### config.mk
export PLATFORM = sky130hd
export DESIGN_NAME = mem_arbiter
export DESIGN_NICKNAME = d
export VERILOG_FILES = /design/src/rtl/mem_arb_pkg.sv /design/src/rtl/mem_arbiter_rr_pick.sv /design/src/rtl/mem_arbiter.sv
export SDC_FILE = /design/constraint.sdc
export NUM_CORES = 1
export LEC_CHECK = 0
export CORE_AREA = 2 2 124 126
export CTS_BUF_LIST = sky130_fd_sc_hd__clkbuf_16
export DETAILED_ROUTE_END_ITERATION = 12
export DIE_AREA = 0 0 126 128
export DONT_BUFFER_PORTS = 1
export GPL_ROUTABILITY_DRIVEN = 0
export HOLD_SLACK_MARGIN = 0.1
export PLACE_DENSITY = 0.54
export SKIP_LAST_GASP = 1
export SLEW_MARGIN = 20
export SYNTH_ARGS = -nofsm -noshare
export SYNTH_HDL_FRONTEND = slang
export SYNTH_HIERARCHICAL = 1
export SYNTH_SLANG_ARGS = --single-unit
export TNS_END_PERCENT = 100
### constraint.sdc
create_clock -name clk -period 7.7 [get_ports clk]
set_clock_uncertainty 0.2 [all_clocks]
set_input_delay 0.77 -clock clk [delete_from_list [all_inputs] [get_ports clk]]
set_output_delay 0.77 -clock clk [all_outputs]
set_load 0.05 [all_outputs]
### src/rtl/mem_arb_pkg.sv
// Shared widths, limits and lock state type for the memory arbiter.
// Optional bus locking is built when MEM_ARB_LOCK_EN is defined.
package mem_arb_pkg;

  localparam int MEM_DATA_W = 16;
  localparam int MEM_ADDR_W = 12;
  localparam int MAX_CORES  = 8;

  typedef enum logic {
    UNLOCKED = 1'b0,
    LOCKED   = 1'b1
  } lock_state_t;

endpackage

### src/rtl/mem_arbiter_rr_pick.sv
// Combinational round-robin picker: first eligible index after ptr,
// searched cyclically, returned one-hot and as an index.
module rr_pick
  import mem_arb_pkg::*;
#(
  parameter int N  = MAX_CORES,
  parameter int PW = $clog2(N)
) (
  input  logic [N-1:0]  elig,
  input  logic [PW-1:0] ptr,
  output logic [N-1:0]  win,
  output logic [PW-1:0] win_idx,
  output logic          found
);

  logic [PW-1:0] j;

  always_comb begin
    win     = '0;
    win_idx = '0;
    found   = 1'b0;
    j       = '0;
    for (int i = 1; i <= N; i++) begin
      j = PW'((int'(ptr) + i) % N);
      if (!found && elig[j]) begin
        found   = 1'b1;
        win[j]  = 1'b1;
        win_idx = j;
      end
    end
  end

endmodule

### src/rtl/mem_arbiter.sv
// Round-robin arbiter for the shared single-port memory.
// Define MEM_ARB_LOCK_EN to add lock_i for atomic multi-access sequences.
module mem_arbiter
  import mem_arb_pkg::*;
#(
  parameter int NUM_CORES = MAX_CORES,
  parameter int DATA_W    = MEM_DATA_W,
  parameter int ADDR_W    = MEM_ADDR_W
) (
  input  logic                        clk,
  input  logic                        rst_n,
  input  logic [NUM_CORES-1:0]        req_i,
  input  logic [NUM_CORES-1:0]        we_i,
  input  logic [NUM_CORES*ADDR_W-1:0] addr_i,
  input  logic [NUM_CORES*DATA_W-1:0] wdata_i,
`ifdef MEM_ARB_LOCK_EN
  input  logic [NUM_CORES-1:0]        lock_i,
`endif
  output logic [NUM_CORES-1:0]        gnt_o,
  output logic [NUM_CORES-1:0]        rvalid_o,
  output logic [DATA_W-1:0]           rdata_o,
  output logic                        mem_we_o,
  output logic [ADDR_W-1:0]           mem_addr_o,
  output logic [DATA_W-1:0]           mem_din_o,
  input  logic [DATA_W-1:0]           mem_dout_i
);

  localparam int PW = $clog2(NUM_CORES);

  logic [PW-1:0]        ptr;
  logic [NUM_CORES-1:0] elig;
  logic [NUM_CORES-1:0] win;
  logic [PW-1:0]        win_idx;
  logic                 found;
  logic [ADDR_W-1:0]    sel_addr;
  logic [DATA_W-1:0]    sel_din;
  logic                 sel_we;

  assign rdata_o = mem_dout_i;

`ifdef MEM_ARB_LOCK_EN
  lock_state_t          lock_q;
  logic [NUM_CORES-1:0] owner;
  logic                 lock_hold;
  logic                 win_lock;

  // While locked, ptr is the owner; only it may win until it drops lock_i.
  always_comb begin
    owner      = '0;
    owner[ptr] = 1'b1;
    lock_hold  = (lock_q == LOCKED) && lock_i[ptr];
    win_lock   = |(lock_i & win);
    elig       = req_i & ~gnt_o;
    if (lock_hold)
      elig = elig & owner;
  end

  always_ff @(posedge clk or negedge rst_n) begin
    if (!rst_n) begin
      lock_q <= UNLOCKED;
    end else begin
      unique case (1'b1)
        found:      lock_q <= win_lock ? LOCKED : UNLOCKED;
        !lock_hold: lock_q <= UNLOCKED;
        default:    lock_q <= lock_q;
      endcase
    end
  end
`else
  assign elig = req_i & ~gnt_o;
`endif

  rr_pick #(
    .N  (NUM_CORES),
    .PW (PW)
  ) u_pick (
    .elig    (elig),
    .ptr     (ptr),
    .win     (win),
    .win_idx (win_idx),
    .found   (found)
  );

  always_comb begin
    sel_addr = '0;
    sel_din  = '0;
    sel_we   = 1'b0;
    for (int k = 0; k < NUM_CORES; k++) begin
      if (win[k]) begin
        sel_addr = addr_i[k*ADDR_W +: ADDR_W];
        sel_din  = wdata_i[k*DATA_W +: DATA_W];
        sel_we   = we_i[k];
      end
    end
  end

  // The memory loads dout on the edge after the grant, so rvalid follows gnt.
  always_ff @(posedge clk or negedge rst_n) begin
    if (!rst_n) begin
      gnt_o      <= '0;
      rvalid_o   <= '0;
      mem_we_o   <= 1'b0;
      mem_addr_o <= '0;
      mem_din_o  <= '0;
      ptr        <= PW'(NUM_CORES - 1);
    end else begin
      rvalid_o <= gnt_o & {NUM_CORES{~mem_we_o}};
      if (found) begin
        gnt_o      <= win;
        mem_addr_o <= sel_addr;
        mem_din_o  <= sel_din;
        mem_we_o   <= sel_we;
        ptr        <= win_idx;
      end else begin
        gnt_o    <= '0;
        mem_we_o <= 1'b0;
      end
    end
  end

endmodule

==> impl_metrics.json, run 1 <==
{
  "status": "finished clean",
  "r2r-end": "mem_addr_o[11]",
  "synth-seq-cells": 48,
  "clk_pin_slew_worst_paths_ns": 0.08,
  "firstDrtPassIters": 5,
  "area_growth_pct": 2.98,
  "hold_viol_final": 0,
  "htreeDepth": 2,
  "cp-start-kind": "flip-flop",
  "r2r-start": "ptr[0]",
  "grt_max_degree": 69,
  "crit_end": "mem_addr_o[11]",
  "drv_cap": 0,
  "rows": 45,
  "die_h_um": 128,
  "drive_gt1_share_pct": 14.2,
  "syn_inst": 619,
  "antenna_found_initial": 1,
  "fillers": 1532,
  "yosysSeqAreaShare_pct": 23.5,
  "dr.first_iter.drc_count": 498,
  "syn_avg_cell_area_sq_um": 8.29,
  "overflow": 0,
  "wl_mm": 21.3,
  "initial_core_util_pct": 34.5,
  "grtUsageTotal_pct": 24.8,
  "fin_crit_sh_pct": 80.6,
  "synth_top_family_by_area": "compound AO/OA/AOI/OAI gates",
  "ctsResizeCount": 0,
  "setup_viol": 0,
  "ff_latch_area_sq_um": 1200,
  "cts_sinks": 48,
  "worst-r2r-setup-slack_ns": 1.49,
  "cts_tree": "done",
  "grt_pass1_vias": 4900,
  "yosysWarnings": 6,
  "reg2regPathDepth": 13,
  "synth-compound-area-share_pct": 38.9,
  "drv_slew": 0,
  "period_minus_slack_ns": 6.21,
  "slew_headroom_pct": 30.4,
  "max_slew.worst_pin.slew_ns": 1.04,
  "syn_area_sq_um": 5130,
  "clock-root-buffer": "clkbuf_16",
  "path_class": "flip-flop to flip-flop",
  "port_buffers": 0,
  "synth-adder-area-share_pct": 1.46,
  "arrival_ns": 6.19,
  "fin_tns_setup_ns": 0,
  "crit_path_cell_trace": "clkinv_1, ha_1, mux4_2, nor2_1, nand4_4, or3_1, a311oi_1, mux2_2, nor2b_2, buf_4, a221oi_1, o31a_1, o22ai_1",
  "cp_max_fo": 32,
  "slowest_delay_ns": 0.99,
  "async_flop_share_pct": 100,
  "num_vias": 5106,
  "yosysTopAreaCell": "dfrtp_1",
  "synthTopCellsByCount": "nand2_1 (65), a21oi_1 (60), o22ai_1 (54), dfrtp_1 (45), a221oi_1 (39)",
  "core_sq_um": 14900,
  "clk_path_buf_depth": 2,
  "synth.most_common_cell": "nand2_1",
  "worstHoldPathType": "input port to asynchronous set/reset pin",
  "yosys-top-cells-area": "dfrtp_1 (22%), a221oi_1 (6.7%), o22ai_1 (6.6%), a221oi_2 (6.4%), a21oi_1 (5.9%)",
  "fin_nets": 826,
  "synth-simple-area-share_pct": 12.6,
  "cp_num_cells": 13,
  "clock.fmax_ghz": 0.161,
  "dp_hpwl_mm": 15.8,
  "wl_per_cell_um": 28.3,
  "timing.critical_path.from": "ptr[0]",
  "synth_edf_count": 0,
  "path_delay_family": "multiplexers",
  "synth_top_flop_cell": "dfrtp_1",
  "synth_cell_types": 53,
  "die_w_um": 126,
  "slowest_stage": "dfstp_2",
  "drc": 0,
  "synth_xor_area_share_pct": 1.05,
  "clk_latency_ns": 0.30,
  "hold_buffers": 1,
  "muxShareOfSynthArea_pct": 11.4,
  "syn-num-nets": 883,
  "io_pins": 319,
  "rsz0062_at_grt": "false",
  "synth_top_area_share_pct": 22.0,
  "post_cts_buffers": 0,
  "cp-end-kind": "flip-flop",
  "cp.required_ns": 7.68,
  "ant_nets": 0,
  "multi_input_area_sq_um": 3410,
  "die_area_sq_um": 16100,
  "critPathBufInv": 2,
  "numCtsBuffers": 5,
  "vias_per_cell": 6.78,
  "grt_pass1_wl_mm": 30.6
}
## worst register-to-register path: stages, from the launching register on
cell      delay, ns
dfstp_2        0.99
clkinv_1       0.46
ha_1           0.72
mux4_2         0.43
nor2_1         0.33
nand4_4        0.20
or3_1          0.42
a311oi_1       0.39
mux2_2         0.81
nor2b_2        0.08
buf_4          0.27
a221oi_1       0.53
o31a_1         0.20
o22ai_1        0.06
## through the flow
| step | hold WS [ns] | area (sq um) | instances | setup WS, ns | utilization, % |
|---|---|---|---|---|---|
| final | 0.112 | 5280 | 753 | 1.49 | 35.5 |
| after CTS | 0.107 | 5280 | 751 | 1.56 | 35.5 |
| after global routing | 0.101 | 5280 | 752 | 1.14 | 35.5 |
| after detailed placement | 0.276 | 5050 | 742 | 1.53 | 34.0 |
| after global placement | 0.276 | 5050 | 742 | 1.70 | 34.0 |
| after floorplan | 0.274 | 5130 | 619 | 3.17 | - |
## registers in the layout, indices dropped and copies added (netlist names)
signal / cells
ptr: 3
gnt_o: 8
rvalid_o: 8
mem_addr_o: 12
mem_we_o: 1
mem_din_o: 16
## area by class of cell
class	instances	area share [%]
Multi-Input combinational cell	459	64.5
Sequential cell	48	22.8
Tap cell	188	4.45
Inverter	39	2.77
Clock buffer	5	2.37
Timing Repair Buffer	9	1.66
Clock inverter	3	1.30
Antenna cell	2	0.0948
## worst min-delay path by stage
stage	endpoint	slack (ns)	depth (start not counted)
2_1_floorplan	gnt_o[0]	0.27	0
3_3_place_gp	mem_din_o[11]	0.28	0
3_5_place_dp	mem_din_o[11]	0.28	0
4_1_cts	ptr[0]	0.11	0
5_1_grt	ptr[0]	0.10	0
6_report	ptr[0]	0.11	0
## layout by cell type (no fill, tap or decap), types with 12 or more instances in the layout
cell	Yosys	routed
nor2b_1	20	17
o31a_1	27	27
o22ai_1	54	54
a21oi_1	60	60
a221oi_1	39	39
mux4_2	12	12
a221oi_2	22	22
inv_1	35	35
o21ai_0	30	30
nand2_1	65	65
dfrtp_1	45	45
nor2_1	36	36
## kinds of logic (layout without fill, tap and decap cells)
group,count (synthesis),in the layout
AOI/OAI and AO/OA,269,269
and+or+nand+nor,141,141
muxes,39,39
other,0,2
buffers and inverters,112,56
adders and majority gates,6,6
DFF,48,48
xor gates and xnor gates,4,4
## per-layer routing
metal  up-vias  track usage (%)  part of all wire, %
met2       303             43.5                   52
met3        36             5.34                  8.2
met1      2532             30.6                   37
met4         0             7.50                  2.7
met5         -                0                    0
li1       2235                -                    -
Power of run 1 is not shown: default switching activity piles up to over one toggle a cycle in this logic, so the estimate is an artifact.
==> run 2: changes to the inputs <==
- clock period: 7.7 -> 6.2 ns (I/O delays scaled with it)
==> impl_metrics.json, run 2 (synthesis gave the netlist of run 1 again) <==
{
  "status": "finished clean",
  "crit_path_cell_trace": "clkinv_1, ha_1, mux4_2, nor2_1, nand4_4, or3_1, a311oi_1, mux2_2, nor2b_2, buf_4, a221oi_1, o31a_1, o22ai_1",
  "cp-start-kind": "flip-flop",
  "firstDrtPassIters": 5,
  "fin_tns_setup_ns": 0,
  "rsz0062_at_grt": "false",
  "clk_path_buf_depth": 2,
  "ant_nets": 0,
  "period_minus_slack_ns": 5.38,
  "critPathBufInv": 2,
  "grt_pass1_wl_mm": 31.3,
  "drv_slew": 0,
  "wl_per_cell_um": 28.6,
  "setup_viol": 0,
  "drv_cap": 0,
  "num_vias": 5177,
  "htreeDepth": 2,
  "die_area_sq_um": 16100,
  "max_slew.worst_pin.slew_ns": 1.01,
  "die_h_um": 128,
  "vias_per_cell": 6.80,
  "overflow": 0,
  "die_w_um": 126,
  "fillers": 1578,
  "slowest_delay_ns": 0.72,
  "numCtsBuffers": 5,
  "fin_nets": 831,
  "dr.first_iter.drc_count": 393,
  "clock-root-buffer": "clkbuf_16",
  "layout.cells.most_common_list": "nand2_1 (65), a21oi_1 (60), o22ai_1 (54), dfrtp_1 (45), a221oi_1 (39)",
  "rows": 45,
  "largest_reg_flops": 16,
  "cp-end-kind": "flip-flop",
  "port_buffers": 0,
  "io_pins": 319,
  "top_regs": "mem_din_o x16, mem_addr_o x12",
  "cts_sinks": 48,
  "path_delay_family": "simple AND/OR/NAND/NOR gates",
  "area_growth_pct": 3.42,
  "initial_core_util_pct": 34.5,
  "grt_max_degree": 61,
  "dp_hpwl_mm": 16.4,
  "grt_pass1_vias": 4930,
  "worstHoldPathType": "input port to flip-flop",
  "slew_headroom_pct": 32.7,
  "path_class": "flip-flop to flip-flop",
  "ctsResizeCount": 0,
  "clk_latency_ns": 0.29,
  "cts_tree": "done",
  "hold_viol_final": 0,
  "core_sq_um": 14900,
  "hold_buffers": 2,
  "clock.fmax_ghz": 0.186,
  "fin_crit_sh_pct": 86.7,
  "largest-register": "mem_din_o",
  "wl_mm": 21.8,
  "slowest_stage": "ha_1",
  "final_common_cell": "nand2_1",
  "drc": 0,
  "clk_pin_slew_worst_paths_ns": 0.08,
  "post_cts_buffers": 0,
  "antenna_found_initial": 4,
  "arrival_ns": 5.35,
  "cp_max_fo": 17,
  "cp.required_ns": 6.18,
  "drive_gt1_share_pct": 14.6,
  "grtUsageTotal_pct": 25.4
}
[run 2: worst paths after layout]
kind / startpoint / cells past startpoint / slack, ns / endpoint
max: ptr[0] / 13 / 0.82 / mem_addr_o[11]
min: wdata_i[84] / 2 / 0.33 / mem_din_o[4]
max reg2reg: ptr[0] / 13 / 0.82 / mem_addr_o[11]
min reg2reg: ptr[1] / 1 / 0.58 / ptr[1]
max in group asynchronous: rst_n / 2 / 4.85 / ptr[1]
min in group asynchronous: rst_n / 2 / 0.68 / mem_din_o[14]
[run 2: final cells by class]
class | instances | area [sq um] | area share [%]
antenna | 5 | 12.5 | 0.236
clock buffer | 5 | 125 | 2.36
clock inverter | 3 | 46.3 | 0.873
inverter | 39 | 146 | 2.76
multi-input combinational | 459 | 3410 | 64.2
sequential | 48 | 1200 | 22.7
tap | 188 | 235 | 4.44
timing repair buffer | 14 | 128 | 2.41
[run 2: per-stage QoR]
stage / util [%] / area (sq um) / cells / worst slack (ns) / hold slack [ns]
floorplan: - / 5130 / 619 / 1.67 / 0.124
global placement: 34.2 / 5080 / 746 / 0.972 / 0.126
detailed placement: 34.2 / 5080 / 746 / 0.898 / 0.126
CTS: 35.6 / 5290 / 756 / 0.890 / 0.323
global route: 35.7 / 5300 / 760 / 0.636 / 0.336
finish: 35.7 / 5300 / 761 / 0.824 / 0.331
[run 2: metal layers]
| layer | GRT usage [%] | vias to the layer above | part of all wire, % |
|---|---|---|---|
| li1 | - | 2257 | - |
| met1 | 31.8 | 2546 | 38 |
| met2 | 42.2 | 329 | 50 |
| met3 | 5.09 | 45 | 8.8 |
| met4 | 11.5 | 0 | 3.7 |
| met5 | 0 | - | 0 |
Power of run 2 is left out for the same reason.
